`config.mk`:
```
export PLATFORM = sky130hd
export DESIGN_NAME = vga_timing_gen
export DESIGN_NICKNAME = d
export VERILOG_FILES = /design/src/rtl/vga_timing_gen.sv
export SDC_FILE = /design/constraint.sdc
export NUM_CORES = 1
export LEC_CHECK = 0
export BUFFER_PORTS_ARGS = -buffer_cell sky130_fd_sc_hd__buf_2
export CORE_AREA = 4 4 53 55
export CTS_BUF_LIST = sky130_fd_sc_hd__clkbuf_16
export DETAILED_ROUTE_END_ITERATION = 8
export DIE_AREA = 0 0 57 59
export PLACE_DENSITY = 0.8
export SLEW_MARGIN = 25
export SYNTH_ARGS = -nofsm -noshare
export SYNTH_HDL_FRONTEND = slang
export SYNTH_SLANG_ARGS = --single-unit
```
`constraint.sdc`:
```
create_clock -name clk_i -period 2.6 [get_ports clk_i]
set_clock_uncertainty 0.1 [all_clocks]
set_input_delay 0.13 -clock clk_i [delete_from_list [all_inputs] [get_ports clk_i]]
set_output_delay 0.13 -clock clk_i [all_outputs]
set_load 0.02 [all_outputs]
```
`src/rtl/vga_timing_gen.sv`:
```
// VGA raster timing: pixel clock-enable divider, h/v counters, sync decode and line/frame strobes.
// Define VGA_FRAME_CNT_EN to add the wrapping 8-bit frame_cnt_o output.
module vga_timing_gen #(
    parameter int unsigned H_ACTIVE = 640,
    parameter int unsigned H_FP     = 16,
    parameter int unsigned H_SYNC   = 96,
    parameter int unsigned H_BP     = 48,
    parameter int unsigned V_ACTIVE = 480,
    parameter int unsigned V_FP     = 10,
    parameter int unsigned V_SYNC   = 2,
    parameter int unsigned V_BP     = 33,
    parameter int unsigned PIX_DIV  = 4,
    parameter bit          SYNC_POL = 1'b0
) (
    input  logic       clk_i,
    input  logic       rst_ni,
    output logic [9:0] h_cnt_o,
    output logic [9:0] v_cnt_o,
    output logic       hsync_o,
    output logic       vsync_o,
    output logic       valid_o,
    output logic       pix_tick_o,
    output logic       line_start_o,
    output logic       frame_start_o
`ifdef VGA_FRAME_CNT_EN
    ,
    output logic [7:0] frame_cnt_o
`endif
);

    localparam int unsigned H_TOTAL  = H_ACTIVE + H_FP + H_SYNC + H_BP;
    localparam int unsigned V_TOTAL  = V_ACTIVE + V_FP + V_SYNC + V_BP;
    localparam int unsigned HS_START = H_ACTIVE + H_FP;
    localparam int unsigned HS_END   = H_ACTIVE + H_FP + H_SYNC - 1;
    localparam int unsigned VS_START = V_ACTIVE + V_FP;
    localparam int unsigned VS_END   = V_ACTIVE + V_FP + V_SYNC - 1;
    // Keep the divider at least one bit wide so PIX_DIV = 1 still elaborates.
    localparam int unsigned DivW     = (PIX_DIV > 1) ? $clog2(PIX_DIV) : 1;

    logic [DivW-1:0] div_cnt_q, div_cnt_d;
    logic [9:0]      h_cnt_q, h_cnt_d;
    logic [9:0]      v_cnt_q, v_cnt_d;
    logic            run_q, run_d;
    logic            line_start_q, line_start_d;
    logic            frame_start_q, frame_start_d;
    logic            pix_tick;
    logic            h_last;
    logic            v_last;

    assign pix_tick = (div_cnt_q == DivW'(PIX_DIV - 1));
    assign h_last   = (h_cnt_q == 10'(H_TOTAL - 1));
    assign v_last   = (v_cnt_q == 10'(V_TOTAL - 1));

    always_comb begin
        div_cnt_d     = pix_tick ? '0 : div_cnt_q + DivW'(1);
        h_cnt_d       = h_cnt_q;
        v_cnt_d       = v_cnt_q;
        run_d         = run_q | pix_tick;
        line_start_d  = pix_tick & h_last;
        frame_start_d = pix_tick & h_last & v_last;
        if (pix_tick) begin
            if (h_last) begin
                h_cnt_d = '0;
                v_cnt_d = v_last ? '0 : v_cnt_q + 10'd1;
            end else begin
                h_cnt_d = h_cnt_q + 10'd1;
            end
        end
    end

    always_ff @(posedge clk_i or negedge rst_ni) begin
        if (!rst_ni) begin
            div_cnt_q     <= '0;
            h_cnt_q       <= '0;
            v_cnt_q       <= '0;
            run_q         <= 1'b0;
            line_start_q  <= 1'b0;
            frame_start_q <= 1'b0;
        end else begin
            div_cnt_q     <= div_cnt_d;
            h_cnt_q       <= h_cnt_d;
            v_cnt_q       <= v_cnt_d;
            run_q         <= run_d;
            line_start_q  <= line_start_d;
            frame_start_q <= frame_start_d;
        end
    end

`ifdef VGA_FRAME_CNT_EN
    logic [7:0] frame_cnt_q, frame_cnt_d;

    assign frame_cnt_d = frame_cnt_q + {7'd0, frame_start_d};

    always_ff @(posedge clk_i or negedge rst_ni) begin
        if (!rst_ni) begin
            frame_cnt_q <= '0;
        end else begin
            frame_cnt_q <= frame_cnt_d;
        end
    end

    assign frame_cnt_o = frame_cnt_q;
`endif

    // Sync decodes come straight off the counter registers so they line up with h_cnt/v_cnt.
    assign hsync_o = ((h_cnt_q >= 10'(HS_START)) && (h_cnt_q <= 10'(HS_END))) ? SYNC_POL
                                                                               : ~SYNC_POL;
    assign vsync_o = ((v_cnt_q >= 10'(VS_START)) && (v_cnt_q <= 10'(VS_END))) ? SYNC_POL
                                                                               : ~SYNC_POL;
    assign valid_o = run_q && (h_cnt_q < 10'(H_ACTIVE)) && (v_cnt_q < 10'(V_ACTIVE));

    assign h_cnt_o       = h_cnt_q;
    assign v_cnt_o       = v_cnt_q;
    assign pix_tick_o    = pix_tick;
    assign line_start_o  = line_start_q;
    assign frame_start_o = frame_start_q;

endmodule

```
=== After elaboration in Yosys (flattened, before gate mapping) ===
Cells that the tools add are included.

* Flip-flop bits (word level): 25
* Bits of input ports: 2
* Word-level logic and storage cells: 31

* Add/sub/neg operators: 3
* Order comparisons: 6
* Eq/ne operators: 3
* Multiplexer cells: 5
* Bitwise gates (word level): 3
* Reductions and logical operators: 5

{| class="wikitable"
|+ Operator list
! cell !! number
|-
| adder 10 x 1 -> 10 bit, second input constant || 2
|-
| == test 10 bit, second input constant || 2
|-
| two-way mux 10 bit || 2
|-
| greater-or-equal comparator 10 bit, second input constant || 1
|-
| greater-or-equal comparator 10 x 9 -> 1 bit, second input constant || 1
|-
| <= comparator 10 bit, second input constant || 1
|-
| <= comparator 10 x 9 -> 1 bit, second input constant || 1
|-
| < comparator 10 bit, second input constant || 1
|-
| < comparator 10 x 9 -> 1 bit, second input constant || 1
|-
| logical AND 1 bit || 4
|-
| adder 2 x 1 -> 2 bit, second input constant || 1
|-
| AND 1 bit || 2
|-
| == test 2 bit, second input constant || 1
|-
| two-way mux 1 bit || 2
|-
| two-way mux 2 bit || 1
|-
| AND reduction 2 bit || 1
|-
| OR 1 bit || 1
|}

=== Logic depth before layout (Yosys ltp) ===
Gate-level depths: netlist (run 1).

* Depth after elaboration: 3
* Gate-level depth with buffers: 7

=== Worst setup path before layout (run 1) ===
OpenSTA, ideal clock, no wires.

* Kind: register to register
* From: reg div_cnt_q[0]
* To: reg v_cnt_q[9], in the netlist v_cnt_o[9]
* Arrival time: 1777 ps
* Required time: 2427 ps
* Setup slack: 650 ps
* Stages on the path, launching flop included: 7
* Period minus slack after synthesis: 1950 ps
* Path through: dfrtp_1 ha_1 buf_4 and4_4 nand4_4 or4_4 a21oi_2

* Longest elaborated chain between the ends: 2

{| class="wikitable"
|+ Ends and longest elaborated chain
! what !! line !! RTL
|-
| start: declaration || 40 || <nowiki>logic [DivW-1:0] div_cnt_q, div_cnt_d;</nowiki>
|-
| start signal: assignment || 80 || <nowiki>div_cnt_q <= div_cnt_d;</nowiki>
|-
| == test 2 bit || 50 || <nowiki>assign pix_tick = (div_cnt_q == DivW'(PIX_DIV - 1));</nowiki>
|-
| net pix_tick_o || 22 || <nowiki>output logic pix_tick_o,</nowiki>
|-
| AND reduction 2 bit (no line) || -- ||
|-
| end signal: assignment || 82 || <nowiki>v_cnt_q <= v_cnt_d;</nowiki>
|-
| end: declaration || 42 || <nowiki>logic [9:0] v_cnt_q, v_cnt_d;</nowiki>
|}

The timed path passes the listed nets, and every way through them passes these cells.
A chain may end at the register's enable or synchronous reset.

=== Worst setup path after layout (run 1) ===
* From: reg div_cnt_q[0]
* To: reg v_cnt_q[9], in the netlist v_cnt_o[9]

* Longest elaborated chain between the ends: 2

{| class="wikitable"
|+ Ends and longest elaborated chain
! what !! line
|-
| == test 2 bit || 50
|-
| AND reduction 2 bit (no line) || --
|}

No other way between the ends.

==> results of run 1 <==
==> cell type report <==
| class | instances | share of cell area |
|---|---|---|
| multi-input cells | 89 | 0.411 |
| repair buffers | 28 | 0.0935 |
| flip-flops and latches | 25 | 0.403 |
| inverters | 7 | 0.0169 |
| well taps | 30 | 0.0242 |
| clock buffers | 3 | 0.0484 |
| clock inverters | 1 | 0.00242 |
==> metal layers <==
layer | vias to the layer above | part of all wire | GRT usage
li1 | 495 | - | -
met1 | 507 | 0.45 | 0.227
met2 | 33 | 0.49 | 0.305
met3 | 5 | 0.048 | 0.0305
met4 | 0 | 0.016 | 0.0695
met5 | - | 0 | 0
==> worst max-delay path: stages, from the launching register on <==
cell	delay (ps)
dfrtp_1	360
ha_1	350
and4_4	310
nand4_4	120
or4_4	490
a21oi_2	140
==> through the flow <==
stage	util	power, W	area (um2)	worst slack (ps)	instances
finish	0.650	0.000727	1550	656	183
floorplan	-	0.000396	1310	650	124
CTS	0.650	0.000733	1550	644	183
global placement	0.613	0.000404	1460	743	178
global route	0.650	0.000754	1550	528	183
detailed placement	0.613	0.000404	1460	660	178
==> flip-flops by register name, indices dropped and copies added (netlist names) <==
| register | cells |
|---|---|
| run_q | 1 |
| v_cnt_o | 10 |
| line_start_o | 1 |
| frame_start_o | 1 |
| h_cnt_o | 10 |
| div_cnt_q | 2 |
==> what timing repair did <==
item,in CTS,in global routing
resized for setup,0,0
setup buffers,0,0
hold endpoints to repair,25,0
hold buffers,1,0
==> synthesized netlist by cell type (all sizes together), types with 3 or more instances <==
master and instances:
dfrtp 25, nor3 3, nand3 13, inv 6, ha 6, xor2 7
and4 3, nand4 6, nor2 10, xnor2 6, o21ai 8, nand2 8
==> power by group through the flow <==
stage	sequential, W	combinational, W	clock, W
6_report	0.000389	0.00000881	0.000329
5_1_grt	0.000389	0.0000105	0.000355
4_1_cts	0.000389	0.00000940	0.000334
3_5_place_dp	0.000396	0.00000829	0
3_3_place_gp	0.000396	0.00000794	0
2_1_floorplan	0.000396	0.000000000240	0
==> how the worst max path moves through the flow <==
stage          depth (start not counted)                      to                   start  slack (ps)
5_1_grt                                5  v_cnt_o[9]$_DFFE_PN0P_  div_cnt_q[0]$_DFF_PN0_         530
3_3_place_gp                           5  v_cnt_o[9]$_DFFE_PN0P_  div_cnt_q[0]$_DFF_PN0_         740
6_report                               5  v_cnt_o[9]$_DFFE_PN0P_  div_cnt_q[0]$_DFF_PN0_         660
4_1_cts                                5  v_cnt_o[9]$_DFFE_PN0P_  div_cnt_q[0]$_DFF_PN0_         640
3_5_place_dp                           5  v_cnt_o[9]$_DFFE_PN0P_  div_cnt_q[0]$_DFF_PN0_         660
2_1_floorplan                          6  v_cnt_o[9]$_DFFE_PN0P_  div_cnt_q[0]$_DFF_PN0_         650
==> cells by family (layout without fill, tap and decap cells) <==
group / Yosys count / count (layout) / synth area share
AND/OR/NAND/NOR: 57 / 57 / 0.282
flip-flops: 25 / 25 / 0.478
XOR/XNOR: 13 / 13 / 0.0869
AO/OA/AOI/OAI: 12 / 12 / 0.0535
buffers and inverters: 10 / 39 / 0.0353
adder cells (fa/ha/maj): 6 / 6 / 0.0573
multiplexers: 1 / 1 / 0.00764
==> metrics.txt, run 1 <==
# TYPE chip_impl_metric gauge
chip_impl_metric{name="yosysWarnings",unit=""} 0
chip_impl_info{name="worstReg2RegStart",value="div_cnt_q[0]$_DFF_PN0_"} 1
chip_impl_metric{name="nets",unit=""} 162
chip_impl_metric{name="ir_worst_vdd",unit="mV"} 0.360
chip_impl_metric{name="totalWireLength",unit="um"} 2670
chip_impl_metric{name="seqPwrFrac",unit=""} 0.535
chip_impl_info{name="run_status",value="finished clean"} 1
chip_impl_metric{name="drt-pass1-iter-count",unit=""} 4
chip_impl_info{name="criticalPathCategory",value="flop to flop"} 1
chip_impl_metric{name="fmaxAchievable",unit="GHz"} 0.514
chip_impl_info{name="layout_common_cells",value="27 x buf_2, 25 x dfrtp_1, 13 x nand3_1"} 1
chip_impl_info{name="timing.critical_path.to_type",value="flop"} 1
chip_impl_metric{name="final_hpwl_dp",unit="um"} 2000
chip_impl_metric{name="drv.max_cap_violation_count",unit=""} 0
chip_impl_metric{name="multi_input_comb_area",unit="um2"} 638
chip_impl_info{name="cts_tree",value="yes"} 1
chip_impl_info{name="start_kind",value="flop"} 1
chip_impl_metric{name="floorplan.initialDensity",unit=""} 0.549
chip_impl_metric{name="net-switching-power",unit="W"} 0.000131
chip_impl_metric{name="detailedRoute.firstIterationViolations",unit=""} 31
chip_impl_metric{name="die_area",unit="um2"} 3360
chip_impl_metric{name="via_count",unit=""} 1040
chip_impl_metric{name="gp_congestion",unit=""} 0.878
chip_impl_metric{name="timing.setup.tns",unit="ps"} 0
chip_impl_metric{name="maximum_number_of_pins_on_one_net_before_global_route_repair",unit=""} 26
chip_impl_metric{name="grt_util_all_layers",unit=""} 0.178
chip_impl_metric{name="postSynthAreaPerCell",unit="um2"} 10.6
chip_impl_metric{name="required",unit="ps"} 2690
chip_impl_metric{name="clkLatencyLatePin",unit="ps"} 260
chip_impl_metric{name="crit_path_max_fanout",unit=""} 11
chip_impl_metric{name="internal_power",unit="W"} 0.000596
chip_impl_info{name="synth.area.top_cells",value="dfrtp_1 48%, ha_1 5.7%, nand3_1 5.0%, xor2_1 4.7%, xnor2_1 4.0%"} 1
chip_impl_metric{name="clock_share_of_power",unit=""} 0.453
chip_impl_metric{name="whs",unit="ps"} 290
chip_impl_metric{name="wl_per_cell",unit="um"} 14.6
chip_impl_metric{name="slew_at_the_pin_with_the_worst_max_slew_slack",unit="ps"} 549
chip_impl_metric{name="synth.ff_latch_count",unit=""} 25
chip_impl_metric{name="areaGrowthSynthToFinish",unit="%"} 18.4
chip_impl_metric{name="share_of_the_synthesized_area_in_the_top_cell_type",unit=""} 0.478
chip_impl_info{name="synth_area_leader_cell",value="dfrtp_1"} 1
chip_impl_metric{name="timing.critical_path.arrival",unit="ps"} 2030
chip_impl_metric{name="final_period_minus_worst_setup_slack",unit="ps"} 1940
chip_impl_metric{name="grt_ovf",unit=""} 0
chip_impl_metric{name="rrSetupSlack",unit="ps"} 660
chip_impl_metric{name="drive_gt1_frac",unit=""} 0.275
chip_impl_metric{name="floorplan.io_pins",unit=""} 28
chip_impl_info{name="grt_setup_unrepaired",value="false"} 1
chip_impl_metric{name="post-route-drc-count",unit=""} 0
chip_impl_metric{name="nFillCells",unit=""} 208
chip_impl_metric{name="worst_setup_hold_path_clk_slew",unit="ps"} 60
chip_impl_metric{name="grt_first_pass_wirelength",unit="um"} 4630
chip_impl_info{name="class_of_the_most_critical_hold_timing_path",value="primary input to async pin"} 1
chip_impl_metric{name="ctsHtreeMaxLevel",unit=""} 1
chip_impl_info{name="clk_root_buffer_cell",value="clkbuf_16"} 1
chip_impl_metric{name="rows",unit=""} 18
chip_impl_info{name="mostFrequentLayoutCell",value="buf_2"} 1
chip_impl_metric{name="slew_headroom",unit=""} 0.634
chip_impl_metric{name="synth.yosys.seq_area_share",unit=""} 0.478
chip_impl_metric{name="report.final.slew_viol_count",unit=""} 0
chip_impl_metric{name="synthCells",unit=""} 124
chip_impl_metric{name="cts_made_buffers",unit=""} 3
chip_impl_metric{name="syn-num-nets",unit=""} 132
chip_impl_metric{name="grt_pass1_vias",unit=""} 1018
chip_impl_metric{name="final_antenna_net_count",unit=""} 0
chip_impl_metric{name="final_hold_viol_count",unit=""} 0
chip_impl_metric{name="cts_sinks",unit=""} 25
chip_impl_metric{name="total_leakage_power",unit="nW"} 0.734
chip_impl_metric{name="placement.io_buffers",unit=""} 27
chip_impl_metric{name="via_per_inst",unit=""} 5.68
chip_impl_metric{name="min_period_over_period",unit=""} 0.748
chip_impl_metric{name="cts.path.max_buffers",unit=""} 2
chip_impl_info{name="worstReg2RegEnd",value="v_cnt_o[9]$_DFFE_PN0P_"} 1
chip_impl_metric{name="synth.cell_area",unit="um2"} 1310
chip_impl_metric{name="grt_antenna_before_repair",unit=""} 0
chip_impl_metric{name="p_sw_frac",unit=""} 0.181
chip_impl_metric{name="setup_viol",unit=""} 0
chip_impl_metric{name="sequential_cell_area",unit="um2"} 626
chip_impl_metric{name="synth_edf_count",unit=""} 0
chip_impl_metric{name="die_extent_in_x",unit="um"} 57
chip_impl_metric{name="die-height",unit="um"} 59
chip_impl_metric{name="yosysUniqueCellTypes",unit=""} 34
chip_impl_metric{name="diodes",unit=""} 0
chip_impl_metric{name="core_region_area",unit="um2"} 2390
chip_impl_metric{name="reg2regPathDepth",unit=""} 5
chip_impl_metric{name="synthArstFlopShare",unit=""} 1.00
chip_impl_info{name="yosys_most_used_dff",value="dfrtp_1"} 1
chip_impl_metric{name="power.density_cell_area",unit="nW/um2"} 469
chip_impl_metric{name="share_comb_of_total_power",unit=""} 0.012
(Power assumes the default switching activity.)
==> run 2: changes to the inputs <==
- CORE_AREA: 4 4 53 55 -> 4 4 55 57
- DIE_AREA: 0 0 57 59 -> 0 0 59 61
- PLACE_DENSITY: 0.8 -> 0.75
- clock period: 2.6 -> 1.9 ns (I/O delays scaled with it)
==> run 2 against run 1 <==
Setup slack got worse by 560 ps. Worst hold slack lost 35 ps. Combinational power increased by 37%. Utilization increased by 0.62 points. Non-clock buffer count increased by 9. Register-to-register slack got worse by 560 ps. First-iteration DRC count rose by 48%. Maximum frequency up 7.6%. Final area rose by 4.8%.
==> metrics.txt, run 2 (same netlist as run 1, synthesis figures left out) <==
# TYPE chip_impl_metric gauge
chip_impl_info{name="run_status",value="finished clean"} 1
chip_impl_metric{name="grt_antenna_before_repair",unit=""} 0
chip_impl_metric{name="timing.setup.tns",unit="ps"} 0
chip_impl_metric{name="grt_first_pass_wirelength",unit="um"} 4940
chip_impl_metric{name="totalWireLength",unit="um"} 2920
chip_impl_metric{name="final_hold_viol_count",unit=""} 0
chip_impl_metric{name="grt_pass1_vias",unit=""} 1045
chip_impl_metric{name="rows",unit=""} 18
chip_impl_metric{name="cts.path.max_buffers",unit=""} 2
chip_impl_metric{name="ctsHtreeMaxLevel",unit=""} 1
chip_impl_metric{name="share_comb_of_total_power",unit=""} 0.012
chip_impl_info{name="start_kind",value="flop"} 1
chip_impl_info{name="mostFrequentLayoutCell",value="buf_2"} 1
chip_impl_metric{name="slew_headroom",unit=""} 0.632
chip_impl_info{name="layout_common_cells",value="27 x buf_2, 25 x dfrtp_1, 13 x nand3_1, 9 x buf_4"} 1
chip_impl_metric{name="gp_congestion",unit=""} 0.921
chip_impl_metric{name="crit_path_max_fanout",unit=""} 5
chip_impl_info{name="class_of_the_most_critical_hold_timing_path",value="primary input to async pin"} 1
chip_impl_metric{name="die_extent_in_x",unit="um"} 59
chip_impl_metric{name="diodes",unit=""} 0
chip_impl_metric{name="final_antenna_net_count",unit=""} 0
chip_impl_metric{name="drt-pass1-iter-count",unit=""} 7
chip_impl_metric{name="maximum_number_of_pins_on_one_net_before_global_route_repair",unit=""} 26
chip_impl_metric{name="via_count",unit=""} 1063
chip_impl_metric{name="cts_sinks",unit=""} 25
chip_impl_metric{name="multi_input_comb_area",unit="um2"} 643
chip_impl_metric{name="nFillCells",unit=""} 202
chip_impl_metric{name="cts_made_buffers",unit=""} 3
chip_impl_metric{name="grt_use_met3",unit=""} 0.0255
chip_impl_metric{name="net-switching-power",unit="W"} 0.000199
chip_impl_metric{name="drive_gt1_frac",unit=""} 0.333
chip_impl_metric{name="areaGrowthSynthToFinish",unit="%"} 24.1
chip_impl_metric{name="setup_slack",unit="ps"} 93.5
chip_impl_metric{name="floorplan.initialDensity",unit=""} 0.529
chip_impl_metric{name="grt_util_all_layers",unit=""} 0.182
chip_impl_info{name="clk_root_buffer_cell",value="clkbuf_16"} 1
chip_impl_metric{name="floorplan.io_pins",unit=""} 28
chip_impl_metric{name="internal_power",unit="W"} 0.000818
chip_impl_metric{name="whs",unit="ps"} 255
chip_impl_info{name="criticalPathCategory",value="flop to flop"} 1
chip_impl_metric{name="ir_worst_vdd",unit="mV"} 0.605
chip_impl_metric{name="placedInstanceArea",unit="um2"} 1530
chip_impl_metric{name="drv.max_cap_violation_count",unit=""} 0
chip_impl_metric{name="via_per_inst",unit=""} 5.54
chip_impl_metric{name="finalInstanceArea",unit="um2"} 1630
chip_impl_metric{name="final_hpwl_dp",unit="um"} 2180
chip_impl_metric{name="setup_viol",unit=""} 0
chip_impl_info{name="cts_tree",value="yes"} 1
chip_impl_metric{name="postCtsSetupRepairBufs",unit=""} 0
chip_impl_metric{name="clkLatencyLatePin",unit="ps"} 260
chip_impl_metric{name="grt_use_met1",unit=""} 0.254
chip_impl_metric{name="die_area",unit="um2"} 3600
chip_impl_metric{name="detailedRoute.firstIterationViolations",unit=""} 46
chip_impl_metric{name="slew_at_the_pin_with_the_worst_max_slew_slack",unit="ps"} 552
chip_impl_metric{name="core_region_area",unit="um2"} 2480
chip_impl_metric{name="post-route-drc-count",unit=""} 0
chip_impl_metric{name="nets",unit=""} 171
chip_impl_info{name="grt_setup_unrepaired",value="false"} 1
chip_impl_metric{name="seqPwrFrac",unit=""} 0.523
chip_impl_metric{name="die-height",unit="um"} 61
chip_impl_metric{name="clock_share_of_power",unit=""} 0.465
chip_impl_metric{name="place_worst_setup_slack",unit="ps"} 85.1
chip_impl_info{name="grt-busiest-layer",value="met2"} 1
chip_impl_info{name="timing.critical_path.to_type",value="flop"} 1
chip_impl_metric{name="placement.io_buffers",unit=""} 27
chip_impl_metric{name="fmaxAchievable",unit="GHz"} 0.554
chip_impl_metric{name="timing.critical_path.arrival",unit="ps"} 1900
chip_impl_metric{name="final_period_minus_worst_setup_slack",unit="ps"} 1810
chip_impl_metric{name="total_leakage_power",unit="nW"} 0.776
chip_impl_metric{name="required",unit="ps"} 1990
chip_impl_metric{name="min_period_over_period",unit=""} 0.951
chip_impl_metric{name="groute.layer.met2.usage",unit=""} 0.300
chip_impl_metric{name="wl_per_cell",unit="um"} 15.2
chip_impl_metric{name="grt_ovf",unit=""} 0
chip_impl_metric{name="power.density_cell_area",unit="nW/um2"} 626
chip_impl_metric{name="sequential_cell_area",unit="um2"} 626
chip_impl_metric{name="report.final.slew_viol_count",unit=""} 0
chip_impl_metric{name="p_sw_frac",unit=""} 0.196
chip_impl_metric{name="worst_setup_hold_path_clk_slew",unit="ps"} 60
run 2: changes by cell type in the layout (fill, tap and decap cells not counted), sizes merged:
cell and change:
inv -1, buf +9, clkinv +1
run 2: per-stage QoR:
step	util	std cells	power (W)
final	0.656	192	0.00102
after global routing	0.656	192	0.00104
after CTS	0.655	192	0.00102
after detailed placement	0.619	187	0.000554
after global placement	0.619	187	0.000553
after floorplan	-	124	0.000542
run 2: worst max-delay path: stages, from the launching register on:
cell     delay [ps]
dfrtp_1         400
ha_2            230
and4_4          260
nand4_4         120
or4_4           490
a21oi_2         140
run 2: final timing paths:
check                                  startpoint                 endpoint  slack [ps]  cells after the start
min in group clk_i                run_q$_DFF_PN0_          run_q$_DFF_PN0_         360                      1
max in group asynchronous                  rst_ni   h_cnt_o[0]$_DFFE_PN0P_        1080                      2
min                                        rst_ni  frame_start_o$_DFF_PN0_         260                      2
min reg2reg                       run_q$_DFF_PN0_          run_q$_DFF_PN0_         360                      1
max                        h_cnt_o[1]$_DFFE_PN0P_   v_cnt_o[9]$_DFFE_PN0P_          90                      5
max reg2reg                h_cnt_o[1]$_DFFE_PN0P_   v_cnt_o[9]$_DFFE_PN0P_          90                      5
run 2: area by class of cell:
type / instances / area share
Clock buffer: 3 / 0.0462
Clock inverter: 1 / 0.00308
Inverter: 7 / 0.0162
Multi-Input combinational cell: 89 / 0.396
Sequential cell: 25 / 0.385
Tap cell: 30 / 0.0231
Timing Repair Buffer: 37 / 0.131
run 2: power by group through the flow:
stage               clock [W]  sequential (W)  combinational, W
detailed placement          0        0.000542         0.0000115
CTS                  0.000476        0.000532         0.0000131
global route         0.000497        0.000532         0.0000147
global placement            0        0.000542         0.0000110
floorplan                   0        0.000542    0.000000000239
finish               0.000473        0.000532         0.0000121
run 2: routing by layer:
| layer | share of wire | up-vias |
|---|---|---|
| li1 | - | 516 |
| met4 | 0.0089 | 0 |
| met1 | 0.47 | 521 |
| met3 | 0.041 | 4 |
| met2 | 0.48 | 22 |
| met5 | 0 | - |
run 2: repair_timing:
action | CTS | global route
hold endpoints to repair | 25 | 0
setup endpoints to repair | 0 | 1
hold buffers | 1 | 0
gates resized for setup | 0 | 1
